### src/rtl/ps2_pkg.sv
// Shared constants, types and the Set-2 scancode to letter map for the PS/2 front end.
package ps2_pkg;

    localparam logic [7:0] SC_BREAK = 8'hF0;
    localparam logic [7:0] SC_EXT   = 8'hE0;

    typedef logic [4:0] letter_t;

    localparam letter_t KEY_NONE  = 5'd0;
    localparam letter_t KEY_OTHER = 5'd31;

    typedef enum logic [1:0] {
        StIdle,
        StShift,
        StCheck
    } rx_state_t;

    // Set-2 make code to letter code (a=1 .. z=26); everything else is KEY_OTHER.
    function automatic letter_t scan_to_letter(input logic [7:0] code);
        letter_t l;
        case (code)
            8'h1C:   l = 5'd1;   // a
            8'h32:   l = 5'd2;   // b
            8'h21:   l = 5'd3;   // c
            8'h23:   l = 5'd4;   // d
            8'h24:   l = 5'd5;   // e
            8'h2B:   l = 5'd6;   // f
            8'h34:   l = 5'd7;   // g
            8'h33:   l = 5'd8;   // h
            8'h43:   l = 5'd9;   // i
            8'h3B:   l = 5'd10;  // j
            8'h42:   l = 5'd11;  // k
            8'h4B:   l = 5'd12;  // l
            8'h3A:   l = 5'd13;  // m
            8'h31:   l = 5'd14;  // n
            8'h44:   l = 5'd15;  // o
            8'h4D:   l = 5'd16;  // p
            8'h15:   l = 5'd17;  // q
            8'h2D:   l = 5'd18;  // r
            8'h1B:   l = 5'd19;  // s
            8'h2C:   l = 5'd20;  // t
            8'h3C:   l = 5'd21;  // u
            8'h2A:   l = 5'd22;  // v
            8'h1D:   l = 5'd23;  // w
            8'h22:   l = 5'd24;  // x
            8'h35:   l = 5'd25;  // y
            8'h1A:   l = 5'd26;  // z
            default: l = KEY_OTHER;
        endcase
        return l;
    endfunction

endpackage

### src/rtl/ps2_rx_frame.sv
// PS/2 frame receiver: input synchronizers, falling-edge detect, 11-bit frame FSM and
// mid-frame timeout. o_rx_valid / o_rx_err are single-cycle pulses driven from CHECK
// (or from the timeout) so the top level can register them one cycle later.
module ps2_rx_frame
    import ps2_pkg::*;
#(
    parameter int unsigned SYNC_STAGES    = 2,
    parameter int unsigned TIMEOUT_CYCLES = 100000
) (
    input  logic       i_clk,
    input  logic       i_reset,
    input  logic       i_ps2_clk,
    input  logic       i_ps2_data,
    output logic [7:0] o_rx_byte,
    output logic       o_rx_valid,
    output logic       o_rx_err
);

    localparam int unsigned TW = $clog2(TIMEOUT_CYCLES + 1);

    logic [SYNC_STAGES-1:0] r_clk_sync;
    logic [SYNC_STAGES-1:0] r_data_sync;
    logic                   r_clk_prev;
    rx_state_t              r_state;
    rx_state_t              w_state_d;
    logic [9:0]             r_shift;
    logic [9:0]             w_shift_d;
    logic [3:0]             r_bit_cnt;
    logic [3:0]             w_bit_cnt_d;
    logic [TW-1:0]          r_timer;
    logic [TW-1:0]          w_timer_d;

    logic w_clk_s;
    logic w_data_s;
    logic w_fall;
    logic w_frame_ok;

    assign w_clk_s  = r_clk_sync[SYNC_STAGES-1];
    assign w_data_s = r_data_sync[SYNC_STAGES-1];
    assign w_fall   = r_clk_prev & ~w_clk_s;

    // After 10 shifts: [7:0] data, [8] parity, [9] stop. Odd parity over data+parity.
    assign w_frame_ok = r_shift[9] & (^r_shift[8:0]);
    assign o_rx_byte  = r_shift[7:0];

    // Synchronizers reset to the idle-high line level so reset never fakes an edge.
    always_ff @(posedge i_clk or posedge i_reset) begin
        if (i_reset) begin
            r_clk_sync  <= '1;
            r_data_sync <= '1;
            r_clk_prev  <= 1'b1;
        end else begin
            r_clk_sync  <= {r_clk_sync[SYNC_STAGES-2:0], i_ps2_clk};
            r_data_sync <= {r_data_sync[SYNC_STAGES-2:0], i_ps2_data};
            r_clk_prev  <= w_clk_s;
        end
    end

    // Frame FSM state, shift register, bit counter and idle timer.
    always_ff @(posedge i_clk or posedge i_reset) begin
        if (i_reset) begin
            r_state   <= StIdle;
            r_shift   <= '0;
            r_bit_cnt <= '0;
            r_timer   <= '0;
        end else begin
            r_state   <= w_state_d;
            r_shift   <= w_shift_d;
            r_bit_cnt <= w_bit_cnt_d;
            r_timer   <= w_timer_d;
        end
    end

    // Next-state: start bit in IDLE, 10 bits in SHIFT, verdict in CHECK.
    always_comb begin
        w_state_d   = r_state;
        w_shift_d   = r_shift;
        w_bit_cnt_d = r_bit_cnt;
        w_timer_d   = r_timer;
        o_rx_valid  = 1'b0;
        o_rx_err    = 1'b0;
        case (r_state)
            StIdle: begin
                w_bit_cnt_d = '0;
                w_timer_d   = '0;
                // A falling edge with data high is line noise: ignore silently.
                if (w_fall && !w_data_s) begin
                    w_state_d = StShift;
                end
            end
            StShift: begin
                if (w_fall) begin
                    w_shift_d   = {w_data_s, r_shift[9:1]};
                    w_bit_cnt_d = r_bit_cnt + 4'd1;
                    w_timer_d   = '0;
                    if (r_bit_cnt == 4'd9) begin
                        w_state_d = StCheck;
                    end
                end else if (r_timer == TW'(TIMEOUT_CYCLES - 1)) begin
                    o_rx_err  = 1'b1;
                    w_state_d = StIdle;
                end else begin
                    w_timer_d = r_timer + 1'b1;
                end
            end
            StCheck: begin
                if (w_frame_ok) begin
                    o_rx_valid = 1'b1;
                end else begin
                    o_rx_err = 1'b1;
                end
                w_state_d = StIdle;
            end
            default: w_state_d = StIdle;
        endcase
    end

endmodule

### src/rtl/ps2_key_decoder.sv
// PS/2 keyboard front end: frame receiver plus Set-2 scancode decoder producing the game's
// 5-bit letter code and press/release status. Define PS2_TYPEMATIC_EN to let repeated make
// codes of the held key pulse o_keyValid; by default repeats are suppressed.
module ps2_key_decoder
    import ps2_pkg::*;
#(
    parameter int unsigned SYNC_STAGES    = 2,
    parameter int unsigned TIMEOUT_CYCLES = 100000
) (
    input  logic       i_clk,
    input  logic       i_reset,
    input  logic       i_ps2_clk,
    input  logic       i_ps2_data,
    output logic [4:0] o_keystroke,
    output logic       o_keyReleased,
    output logic       o_keyValid,
    output logic       o_frameError
);

    logic [7:0] w_rx_byte;
    logic       w_rx_valid;
    logic       w_rx_err;

    letter_t r_keystroke;
    letter_t w_keystroke_d;
    logic    r_released;
    logic    w_released_d;
    logic    r_valid;
    logic    w_valid_d;
    logic    r_err;
    logic    r_ext;
    logic    w_ext_d;
    logic    r_brk;
    logic    w_brk_d;
    letter_t w_code;

    ps2_rx_frame #(
        .SYNC_STAGES    (SYNC_STAGES),
        .TIMEOUT_CYCLES (TIMEOUT_CYCLES)
    ) u_rx (
        .i_clk      (i_clk),
        .i_reset    (i_reset),
        .i_ps2_clk  (i_ps2_clk),
        .i_ps2_data (i_ps2_data),
        .o_rx_byte  (w_rx_byte),
        .o_rx_valid (w_rx_valid),
        .o_rx_err   (w_rx_err)
    );

    assign w_code        = scan_to_letter(w_rx_byte);
    assign o_keystroke   = r_keystroke;
    assign o_keyReleased = r_released;
    assign o_keyValid    = r_valid;
    assign o_frameError  = r_err;

    // Output registers and prefix flags.
    always_ff @(posedge i_clk or posedge i_reset) begin
        if (i_reset) begin
            r_keystroke <= KEY_NONE;
            r_released  <= 1'b1;
            r_valid     <= 1'b0;
            r_err       <= 1'b0;
            r_ext       <= 1'b0;
            r_brk       <= 1'b0;
        end else begin
            r_keystroke <= w_keystroke_d;
            r_released  <= w_released_d;
            r_valid     <= w_valid_d;
            r_err       <= w_rx_err;
            r_ext       <= w_ext_d;
            r_brk       <= w_brk_d;
        end
    end

    // Scancode decode: prefixes set flags, any other byte is acted on and clears them.
    always_comb begin
        w_keystroke_d = r_keystroke;
        w_released_d  = r_released;
        w_valid_d     = 1'b0;
        w_ext_d       = r_ext;
        w_brk_d       = r_brk;
        if (w_rx_valid) begin
            if (w_rx_byte == SC_EXT) begin
                w_ext_d = 1'b1;
            end else if (w_rx_byte == SC_BREAK) begin
                w_brk_d = 1'b1;
            end else begin
                w_ext_d = 1'b0;
                w_brk_d = 1'b0;
                if (!r_ext) begin
                    if (r_brk) begin
                        if (w_code == r_keystroke) begin
                            w_released_d = 1'b1;
                        end
                    end else if (w_code == r_keystroke && !r_released) begin
                        // Typematic repeat of the held key.
`ifdef PS2_TYPEMATIC_EN
                        w_valid_d = 1'b1;
`else
                        w_valid_d = 1'b0;
`endif
                    end else begin
                        w_keystroke_d = w_code;
                        w_released_d  = 1'b0;
                        w_valid_d     = 1'b1;
                    end
                end
            end
        end
    end

endmodule
### config.mk
export PLATFORM = sky130hd
export DESIGN_NAME = ps2_key_decoder
export DESIGN_NICKNAME = d
export VERILOG_FILES = /design/src/rtl/ps2_pkg.sv /design/src/rtl/ps2_rx_frame.sv /design/src/rtl/ps2_key_decoder.sv
export SDC_FILE = /design/constraint.sdc
export NUM_CORES = 1
export LEC_CHECK = 0
export ABC_AREA = 1
export ABC_CLOCK_PERIOD_IN_PS = 5700
export BUFFER_PORTS_ARGS = -buffer_cell sky130_fd_sc_hd__buf_2
export CORE_ASPECT_RATIO = 0.9
export CORE_MARGIN = 3
export CORE_UTILIZATION = 47
export CTS_CLUSTER_SIZE = 16
export DETAILED_ROUTE_END_ITERATION = 12
export HOLD_SLACK_MARGIN = 0.08
export PLACE_DENSITY_LB_ADDON = 0.05
export SYNTH_ARGS = -nofsm -noshare
export SYNTH_HDL_FRONTEND = slang
export SYNTH_SLANG_ARGS = --single-unit
### constraint.sdc
create_clock -name i_clk -period 5.7 [get_ports i_clk]
set_input_delay 0.855 -clock i_clk [delete_from_list [all_inputs] [get_ports i_clk]]
set_output_delay 0.855 -clock i_clk [all_outputs]
set_load 0.02 [all_outputs]
==> results of run 1 <==
-- worst paths after layout --
kind | slack, ps | depth (start not counted) | from | endpoint
min | 360 | 0 | u_rx.r_clk_sync[0] | u_rx.r_clk_sync[1]
max | 3200 | 13 | u_rx.r_shift[4] | o_keystroke[1]
min in group asynchronous | 780 | 2 | i_reset | o_keyValid
min reg2reg | 360 | 0 | u_rx.r_clk_sync[0] | u_rx.r_clk_sync[1]
max in group asynchronous | 4300 | 2 | i_reset | u_rx.r_shift[3]
max reg2reg | 3200 | 13 | u_rx.r_shift[4] | o_keystroke[1]
-- cell type report --
cell class	count	area, um^2	area share
Clock buffer	6	82.6	0.0253
Sequential cell	48	1210	0.370
Inverter	47	181	0.0556
Multi-Input combinational cell	289	1610	0.494
Clock inverter	2	13.8	0.00422
Timing Repair Buffer	11	55.1	0.0169
Tap cell	87	109	0.0333
-- report_power, final --
group | switching [mW] | leakage, nW | internal [mW]
clock network | 0.117 | 0.0516 | 0.0994
logic | 0.421 | 0.857 | 0.199
registers | 0.0879 | 0.637 | 0.400
-- placed cells by master (no fill, tap or decap), types with 2 or more instances in the layout --
| cell type | instances |
|---|---|
| sky130_fd_sc_hd__nand2_1 | 103 |
| sky130_fd_sc_hd__inv_2 | 2 |
| sky130_fd_sc_hd__nand4_1 | 8 |
| sky130_fd_sc_hd__nand2_4 | 5 |
| sky130_fd_sc_hd__nor2_1 | 29 |
| sky130_fd_sc_hd__xor2_1 | 10 |
| sky130_fd_sc_hd__nor3_1 | 2 |
| sky130_fd_sc_hd__dfrtp_1 | 42 |
| sky130_fd_sc_hd__nor2_4 | 3 |
| sky130_fd_sc_hd__buf_2 | 11 |
| sky130_fd_sc_hd__nand2_2 | 2 |
| sky130_fd_sc_hd__ha_1 | 17 |
| sky130_fd_sc_hd__inv_1 | 44 |
| sky130_fd_sc_hd__dfstp_2 | 6 |
| sky130_fd_sc_hd__nor4_1 | 7 |
| sky130_fd_sc_hd__o21ai_0 | 22 |
| sky130_fd_sc_hd__inv_6 | 2 |
| sky130_fd_sc_hd__nor2_2 | 6 |
| sky130_fd_sc_hd__o22ai_1 | 2 |
| sky130_fd_sc_hd__a21oi_1 | 13 |
| sky130_fd_sc_hd__o31ai_1 | 3 |
| sky130_fd_sc_hd__a31oi_1 | 3 |
| sky130_fd_sc_hd__clkbuf_8 | 6 |
| sky130_fd_sc_hd__xnor2_1 | 2 |
| sky130_fd_sc_hd__nand3_1 | 37 |
-- routing by layer --
layer	wire length (um)	share of wire
met1	3630	0.56
met2	2540	0.39
met3	304	0.047
met4	61	0.0093
met5	0	0
-- registers in the layout (all words and copies together), names as in the netlist --
signal and flops:
u_rx.r_timer 17, u_rx.r_shift 10, o_keystroke 5, u_rx.r_bit_cnt 4, u_rx.r_clk_sync 2, u_rx.r_data_sync 2
u_rx.r_state 2, o_frameError 1, o_keyReleased 1, o_keyValid 1, r_brk 1, r_ext 1
u_rx.r_clk_prev 1
-- kinds of logic after synthesis --
family | Yosys count | share of synthesized area
AOI/OAI and AO/OA | 50 | 0.0920
xor gates and xnor gates | 12 | 0.0343
adders and majority gates | 17 | 0.0695
and+or+nand+nor | 210 | 0.331
DFF | 48 | 0.395
buffers and inverters | 54 | 0.0781
-- cells in the mapped netlist, drive strengths merged, types with 2 or more instances --
| cell | n | share of area |
|---|---|---|
| ha | 17 | 0.069 |
| xor2 | 10 | 0.029 |
| inv | 47 | 0.059 |
| o31ai | 3 | 0.0074 |
| nor4 | 8 | 0.018 |
| dfstp | 6 | 0.051 |
| clkbuf | 2 | 0.0025 |
| nor3 | 3 | 0.0086 |
| a21oi | 14 | 0.024 |
| o21ai | 23 | 0.038 |
| a31oi | 3 | 0.0061 |
| dfrtp | 42 | 0.34 |
| nand3 | 39 | 0.069 |
| buf | 5 | 0.016 |
| o22ai | 2 | 0.0041 |
| nand4 | 8 | 0.016 |
| xnor2 | 2 | 0.0057 |
| nand2 | 110 | 0.15 |
| or2 | 2 | 0.0041 |
| nor2 | 38 | 0.059 |
-- worst max-delay path, cell delays in order, from the launching register on --
cell	delay (ps)
sky130_fd_sc_hd__dfrtp_1	570
sky130_fd_sc_hd__inv_2	140
sky130_fd_sc_hd__ha_1	330
sky130_fd_sc_hd__xnor2_1	170
sky130_fd_sc_hd__xor2_1	200
sky130_fd_sc_hd__nor2_1	80
sky130_fd_sc_hd__nor2_2	130
sky130_fd_sc_hd__nand2_1	70
sky130_fd_sc_hd__nor2_2	120
sky130_fd_sc_hd__nand2_2	90
sky130_fd_sc_hd__nor3_4	280
sky130_fd_sc_hd__nand2_4	110
sky130_fd_sc_hd__nand2_1	70
sky130_fd_sc_hd__nand2_1	50
-- through the flow --
| stage | hold slack [ps] | cell area [um^2] | instances |
|---|---|---|---|
| after floorplan | 345 | 3060 | 391 |
| after global placement | 348 | 3170 | 482 |
| after global routing | 364 | 3260 | 490 |
| final | 360 | 3260 | 490 |
| after detailed placement | 347 | 3170 | 482 |
| after CTS | 361 | 3260 | 490 |
==> impl_results.rst, run 1 <==
.. list-table::
   :header-rows: 1

   * - Metric
     - Value
   * - Initial DRC count
     - roughly 160
   * - CTS Sinks
     - 48
   * - Layer with the highest usage
     - met1
   * - FF+latch count, synth
     - 48
   * - Worst slew margin relative to its limit
     - 0.314
   * - Fin. max-slew vios
     - 0
   * - Depth of the CTS H-tree
     - 2
   * - Final worst clock skew
     - 11.3 ps
   * - Number of buffers added to fix hold violations after cts
     - 0
   * - Kind of launch point of the worst setup path
     - flip-flop
   * - Worst slew pin tran
     - 1030 ps
   * - # DRC
     - 0
   * - Data arrival time of the critical path
     - roughly 2700 ps
   * - Antenna viol nets, final
     - 0
   * - Post-synth EDFFs
     - 0
   * - Via count of the routed design
     - ~2500
   * - PostCTS Resize Cnt
     - 0
   * - Global routing met3 resource utilization
     - 0.0371
   * - Final total negative setup slack
     - 0 ps
   * - Met2 GRT Util
     - 0.261
   * - Total power after layout
     - roughly 1.3 mW
   * - Number of top-level pins
     - 12
   * - TritonCTS clock tree
     - built
   * - Highest net fanout along the worst path
     - 11
   * - Setup repair after global routing missed its margin
     - false
   * - Initial Utilization
     - 0.493
   * - Pleak
     - roughly 1.5 nW
   * - Portion of the post-synthesis area used by sequential elements
     - 0.395
   * - Placer congestion estimate
     - 0.896
   * - Number of diodes
     - 0
   * - Die width
     - 91.1 um
   * - Pre-CTS worst setup slack
     - 3220 ps
   * - Number of search-and-repair iterations in the first detailed-routing pass
     - 5
   * - Routed Wire Length
     - between 6 and 7 mm
   * - CTS clock-pin slew for the worst setup and hold paths
     - approximately 90 ps
   * - Number of max-capacitance violations reported
     - 0
   * - Number of antenna violations at the first check in global routing
     - 0
   * - Largest net degree at the start of global routing
     - between 40 and 50
   * - Timing-limited maximum frequency
     - 399 MHz
   * - Full die area
     - ~7500 um^2
   * - Clock latency on the worst-skew pair
     - roughly 300 ps
   * - Run status
     - finished, final reports clean
   * - Final critical-path required period
     - 2500 ps
   * - Number of distinct standard cells referenced by the synthesized netlist
     - 41
   * - Worst Setup Path Type
     - reg -> reg
   * - Post-DR vias/cell
     - a little over 5
   * - Post-synthesis instance total
     - roughly 390
   * - Number of nets in the layout
     - around 420
   * - Proportion of synthesized flip-flops having asynchronous set or reset
     - 1.00
   * - Required arrival time at the worst endpoint
     - roughly 5900 ps
   * - Post-CTS Setup Repair Bufs
     - 0
   * - Nature of the critical path endpoint
     - flip-flop
   * - HPWL Detailed
     - 4.98 mm
   * - Core area
     - ~6200 um^2
   * - Post-synthesis cell area
     - 3060 um^2
   * - Number of buffers on the longest clock path
     - 2
   * - Signed area change from the synthesized netlist to the final layout
     - 6.62%
   * - Global-route wire length before repair
     - approximately 11 mm
   * - Post-Route Utilization
     - 0.525
   * - Total overflow reported by the global router
     - 0
   * - Cts bufs inserted
     - 5
   * - Class of the worst hold path
     - reg -> reg
   * - Proportion of layout cells with a drive suffix above 1
     - 0.127
   * - Vias in the first global route
     - approximately 2300
   * - Peak VDD IR
     - 0.330 mV
   * - Fill cell count
     - 631
   * - Mean instance size in the synthesized netlist
     - ~8 um^2
   * - Final count of hold timing violations
     - 0
   * - Count of endpoints failing setup in the final report
     - 0
   * - Syn Nets
     - approximately 400
   * - GR Util All Layers
     - 0.190
   * - Floorplan die height
     - 82.6 um
   * - Global-route track usage on met1
     - 0.304
   * - Count of synthesis-stage warnings from yosys
     - 0
   * - Number of placement rows
     - 27
   * - Final period utilization
     - 0.439
   * - Top FF cell, synth
     - sky130_fd_sc_hd__dfrtp_1
   * - Power density cells
     - 406 nW/um^2
   * - Wirelength per Cell
     - around 13 um
   * - Root buffer cell
     - sky130_fd_sc_hd__clkbuf_8
   * - Number of port buffers
     - 11
   * - Setup slack of the critical path after layout
     - about 3200 ps
No activity file was read; power rests on OpenSTA's default activity.
==> inputs of run 2 (changes only) <==
- ABC_CLOCK_PERIOD_IN_PS: 5700 -> 2500
- clock period: 5.7 -> 2.5 ns (I/O delays scaled with it)
==> run 2 against run 1 <==
Worst hold slack got worse by 190 ps. Critical path depth did not move. Worst setup slack got worse by 2900 ps. Via count rose by 1.5%. Wire length fell by 2.2%. Power rose by 130%. Sequential share of layout area fell by 1.0 points. Die area did not move. Core utilization rose by 1.5 points. Clock power rose by 120%. Largest cell class unchanged.
==> impl_results.rst, run 2 (synthesis gave the netlist of run 1 again) <==
.. list-table::
   :header-rows: 1

   * - Metric
     - Value
   * - Number of buffers on the longest clock path
     - 2
   * - TritonCTS clock tree
     - built
   * - HPWL Detailed
     - 4.98 mm
   * - Pleak
     - 1.60 nW
   * - Signed area change from the synthesized netlist to the final layout
     - 9.60%
   * - Number of top-level pins
     - 12
   * - Placer congestion estimate
     - 0.940
   * - Proportion of layout cells with a drive suffix above 1
     - 0.152
   * - Timing-limited maximum frequency
     - 449 MHz
   * - Highest net fanout along the worst path
     - 7
   * - Data arrival time of the critical path
     - approximately 2400 ps
   * - Post-DP Area
     - roughly 3300 um^2
   * - Wirelength per Cell
     - 12.7 um
   * - Floorplan die height
     - between 80 and 90 um
   * - Number of diodes
     - 0
   * - Largest net degree at the start of global routing
     - 35
   * - Final count of hold timing violations
     - 0
   * - Full die area
     - ~7500 um^2
   * - Number of nets in the layout
     - roughly 440
   * - Core area
     - 6220 um^2
   * - Post-CTS Setup Repair Bufs
     - 0
   * - Post-DR vias/cell
     - between 5 and 6
   * - Clock latency on the worst-skew pair
     - about 300 ps
   * - Required arrival time at the worst endpoint
     - 2690 ps
   * - Setup repair after global routing missed its margin
     - false
   * - Cts bufs inserted
     - 5
   * - Power density cells
     - 927 nW/um^2
   * - Die width
     - around 91 um
   * - Class of the worst hold path
     - in -> reg
   * - Number of max-capacitance violations reported
     - 0
   * - GR Util All Layers
     - 0.185
   * - Commonest cells after routing, fill and taps aside
     - sky130_fd_sc_hd__nand2_1, sky130_fd_sc_hd__inv_1, sky130_fd_sc_hd__dfrtp_1
   * - Global-route wire length before repair
     - approximately 11 mm
   * - Antenna viol nets, final
     - 0
   * - Depth of the CTS H-tree
     - 2
   * - Worst Hold Slack
     - between 150 and 200 ps
   * - Initial Utilization
     - 0.493
   * - Root buffer cell
     - sky130_fd_sc_hd__clkbuf_8
   * - Number of port buffers
     - 11
   * - Number of search-and-repair iterations in the first detailed-routing pass
     - 5
   * - Run status
     - finished, final reports clean
   * - Fin. max-slew vios
     - 0
   * - Number of antenna violations at the first check in global routing
     - 0
   * - Pre-CTS worst setup slack
     - between 200 and 300 ps
   * - Post-Route Utilization
     - 0.540
   * - Fill cell count
     - approximately 630
   * - PostCTS Resize Cnt
     - 0
   * - Setup slack of the critical path after layout
     - 274 ps
   * - Vias in the first global route
     - roughly 2300
   * - Worst slew pin tran
     - ~700 ps
   * - Flip-flop count of the largest register, all copies and words added
     - 17
   * - Routed Wire Length
     - 6.39 mm
   * - Kind of launch point of the worst setup path
     - flip-flop
   * - Total overflow reported by the global router
     - 0
   * - Final period utilization
     - 0.890
   * - Initial DRC count
     - 185
   * - # DRC
     - 0
   * - Final total negative setup slack
     - 0 ps
   * - Via count of the routed design
     - 2546
   * - Final worst clock skew
     - 7.74 ps
   * - Most frequent standard cell in the layout excluding fill and tap cells
     - sky130_fd_sc_hd__nand2_1
   * - Peak VDD IR
     - about 0.47 mV
   * - CTS clock-pin slew for the worst setup and hold paths
     - about 90 ps
   * - Worst slew margin relative to its limit
     - 0.531
   * - Top reg by flops
     - u_rx.r_timer
   * - Count of endpoints failing setup in the final report
     - 0
   * - Final critical-path required period
     - 2230 ps
   * - Nature of the critical path endpoint
     - flip-flop
   * - Number of buffers added to fix hold violations after cts
     - 0
   * - Worst Setup Path Type
     - reg -> reg
   * - Number of placement rows
     - 27
   * - CTS Sinks
     - 48
   * - Layout Cell Area excl Fill
     - 3360 um^2
[run 2: where the power goes]
part | switching (mW) | internal (mW)
sequential | 0.103 | 0.914
clock | 0.261 | 0.224
combinational | 1.07 | 0.539
[run 2: stage by stage]
step	power (mW)	cells
final	3.11	502
after global placement	2.62	494
after CTS	3.13	502
after floorplan	2.25	391
after detailed placement	2.62	494
after global routing	3.41	502
[run 2: final cells by class]
cell class	count	area, um^2	share of cell area
clock buffers	6	82.6	0.0246
clock inverters	2	15.0	0.00447
inverters	47	181	0.0541
multi-input cells	289	1610	0.481
flip-flops and latches	48	1210	0.360
well taps	87	109	0.0324
repair buffers	23	145	0.0433
[run 2: worst max-delay path, stage by stage, from the launching register on]
cell                      delay (ps)
sky130_fd_sc_hd__dfrtp_1         390
sky130_fd_sc_hd__inv_2           110
sky130_fd_sc_hd__ha_1            250
sky130_fd_sc_hd__xnor2_1         170
sky130_fd_sc_hd__xor2_1          200
sky130_fd_sc_hd__nor2_1           80
sky130_fd_sc_hd__nor2_2          130
sky130_fd_sc_hd__nand2_1          70
sky130_fd_sc_hd__nor2_2          110
sky130_fd_sc_hd__nand2_2          90
sky130_fd_sc_hd__nor3_4          290
sky130_fd_sc_hd__nand2_4         110
sky130_fd_sc_hd__nand2_1          70
sky130_fd_sc_hd__nand2_1          50
[run 2: per-layer routing]
| metal | GRT usage | vias up | share of wire |
|---|---|---|---|
| li1 | - | 1324 | - |
| met1 | 0.300 | 1167 | 0.58 |
| met2 | 0.255 | 50 | 0.37 |
| met3 | 0.0317 | 5 | 0.042 |
| met4 | 0.0346 | 0 | 0.0063 |
| met5 | 0 | - | 0 |
[run 2: path summary, 6_finish.rpt]
check	startpoint	to	slack [ps]	depth (start not counted)
min reg2reg	u_rx.r_clk_sync[0]	u_rx.r_clk_sync[1]	360	0
max reg2reg	u_rx.r_shift[4]	o_keystroke[2]	270	13
max in group asynchronous	i_reset	o_frameError	1640	3
min in group asynchronous	i_reset	u_rx.r_bit_cnt[2]	180	2
min	i_ps2_data	u_rx.r_data_sync[0]	170	1
max	u_rx.r_shift[4]	o_keystroke[2]	270	13
==> inputs of run 3 (changes only) <==
- CORE_ASPECT_RATIO: 0.9 -> not set
==> run 3 against run 2 <==
Clock power grew 0.8%. Core utilization increased by 0.96 points. Worst setup slack worse by 91 ps. Via count rose by 2.2%. Final cell count decreased by 2.2%. Die area is essentially flat. Cell area decreased by 0.19%. Worst hold slack got worse by 6.3 ps. Clock skew about the same. Critical path type unchanged.
==> impl_results.rst, run 3 (synthesis gave the netlist of run 1 again) <==
.. list-table::
   :header-rows: 1

   * - Metric
     - Value
   * - GR Util All Layers
     - 0.189
   * - Non-filler instance count after layout
     - about 490
   * - Pleak
     - roughly 1.6 nW
   * - Core area
     - ~6000 um^2
   * - Peak VDD IR
     - around 0.44 mV
   * - Highest net fanout along the worst path
     - 8
   * - Final critical-path required period
     - 2320 ps
   * - Number of buffers on the longest clock path
     - 2
   * - Final count of hold timing violations
     - 0
   * - Number of placement rows
     - 28
   * - Met2 GRT Util
     - 0.328
   * - # DRC
     - 0
   * - Post-DR vias/cell
     - 5.30
   * - Number of port buffers
     - 11
   * - Depth of the CTS H-tree
     - 2
   * - Worst Hold Slack
     - approximately 160 ps
   * - Placer congestion estimate
     - around 0.85
   * - Routed Wire Length
     - roughly 6.4 mm
   * - CTS Sinks
     - 48
   * - Nature of the critical path endpoint
     - flip-flop
   * - Power density cells
     - ~920 nW/um^2
   * - Via count of the routed design
     - 2601
   * - Global-route track usage on met1
     - 0.243
   * - Vias in the first global route
     - around 2500
   * - HPWL Detailed
     - 4.89 mm
   * - Number of diodes
     - 0
   * - Number of max-capacitance violations reported
     - 0
   * - Reg-to-reg startpoint
     - u_rx.r_shift[7]
   * - Worst setup path startpoint
     - u_rx.r_shift[7]
   * - CTS clock-pin slew for the worst setup and hold paths
     - about 90 ps
   * - Full die area
     - 7520 um^2
   * - Fin. max-slew vios
     - 0
   * - Cts bufs inserted
     - 5
   * - TritonCTS clock tree
     - built
   * - Placed instance count
     - 480
   * - Required arrival time at the worst endpoint
     - 2700 ps
   * - Number of search-and-repair iterations in the first detailed-routing pass
     - 5
   * - Number of top-level pins
     - 12
   * - Timing-limited maximum frequency
     - around 430 MHz
   * - Data arrival time of the critical path
     - 2520 ps
   * - Combined flip-flop and latch cell area
     - approximately 1200 um^2
   * - Most frequent standard cell in the layout excluding fill and tap cells
     - sky130_fd_sc_hd__nand2_1
   * - Number of nets in the layout
     - 436
   * - Root buffer cell
     - sky130_fd_sc_hd__clkbuf_8
   * - PostCTS Resize Cnt
     - 0
   * - Hold wc startpoint
     - i_ps2_data
   * - Layer with the highest usage
     - met2
   * - Die width
     - roughly 87 um
   * - Signed area change from the synthesized netlist to the final layout
     - 9.40%
   * - Global-route wire length before repair
     - about 11 mm
   * - Total area of multi-input combinational cells
     - approximately 1600 um^2
   * - Final worst clock skew
     - 7.40 ps
   * - Flip-flop count of the largest register, all copies and words added
     - 17
   * - Kind of launch point of the worst setup path
     - flip-flop
   * - Antenna viol nets, final
     - 0
   * - Final period utilization
     - 0.927
   * - Worst slew margin relative to its limit
     - 0.630
   * - Initial DRC count
     - approximately 110
   * - Number of antenna violations at the first check in global routing
     - 0
   * - Global routing met3 resource utilization
     - 0.0304
   * - Total overflow reported by the global router
     - 0
   * - Initial Utilization
     - 0.502
   * - Proportion of layout cells with a drive suffix above 1
     - 0.151
   * - Top reg by flops
     - u_rx.r_timer
   * - Total power after layout
     - a little over 3 mW
   * - Worst Setup Path Type
     - reg -> reg
   * - Count of endpoints failing setup in the final report
     - 0
   * - Floorplan die height
     - slightly below 90 um
   * - Class of the worst hold path
     - in -> reg
   * - Run status
     - finished, final reports clean
   * - Wirelength per Cell
     - ~13 um
   * - Clock latency on the worst-skew pair
     - approximately 300 ps
   * - Commonest cells after routing, fill and taps aside
     - sky130_fd_sc_hd__nand2_1, sky130_fd_sc_hd__inv_1, sky130_fd_sc_hd__dfrtp_1
   * - Worst slew pin tran
     - between 500 and 600 ps
   * - Largest net degree at the start of global routing
     - 20
   * - Fill cell count
     - ~610
run 3: cell types whose count changed in the layout (fill, tap and decap cells not counted):
| cell | previous run | this run |
|---|---|---|
| sky130_fd_sc_hd__clkinv_2 | 0 | 1 |
| sky130_fd_sc_hd__clkinvlp_4 | 2 | 0 |
| sky130_fd_sc_hd__dlygate4sd3_1 | 0 | 1 |
| sky130_fd_sc_hd__inv_6 | 1 | 2 |
run 3: critical path, cell delays in order, from the launching register on:
cell                      delay, ps
sky130_fd_sc_hd__dfrtp_1        470
sky130_fd_sc_hd__ha_1           320
sky130_fd_sc_hd__xnor2_1        200
sky130_fd_sc_hd__xor2_1         200
sky130_fd_sc_hd__nor2_1          80
sky130_fd_sc_hd__nor2_2         130
sky130_fd_sc_hd__nand2_1         70
sky130_fd_sc_hd__nor2_2         110
sky130_fd_sc_hd__nand2_2         90
sky130_fd_sc_hd__nor3_4         190
sky130_fd_sc_hd__buf_4          160
sky130_fd_sc_hd__nand2_4         70
sky130_fd_sc_hd__nand2_1         70
sky130_fd_sc_hd__nand2_1         50
run 3: where the power goes:
part	switching, mW	internal, mW
Combinational	1.04	0.517
Sequential	0.112	0.914
Clock	0.262	0.226
Total	1.41	1.66
run 3: cell type report:
cell class | instances | area share
inverters | 47 | 0.0542
clock buffers | 6 | 0.0247
multi-input cells | 289 | 0.482
flip-flops and latches | 48 | 0.361
repair buffers | 24 | 0.0463
well taps | 75 | 0.0280
clock inverters | 2 | 0.00411
run 3: timing repair:
action / CTS / global route
hold buffers: 1 / 0
setup endpoints to repair: 0 / 5
buffers inserted: 0 / 2
endpoints found under the hold margin: 14 / 0
run 3: final timing paths:
kind / slack, ps / depth (start not counted) / to
worst min-delay path: 160 / 1 / u_rx.r_data_sync[0]
worst min register to register: 360 / 0 / u_rx.r_data_sync[1]
worst max register to register: 180 / 13 / o_keystroke[0]
min in group asynchronous: 590 / 3 / r_brk
worst max-delay path: 180 / 13 / o_keystroke[0]
max in group asynchronous: 1300 / 4 / u_rx.r_clk_sync[0]
run 3: stage by stage:
step                area (um^2)  setup TNS, ps   util  worst slack [ps]
finish                     3350              0  0.549               183
global route               3350          -16.4  0.549             -12.1
CTS                        3330              0  0.547               196
global placement           3230              0  0.530               307
detailed placement         3230              0  0.530               221
floorplan                  3060              0      -               335
run 3: routing by layer:
layer	vias to the layer above	wire [um]
li1	1324	-
met4	0	81
met2	43	3180
met5	-	0
met1	1227	2900
met3	7	193
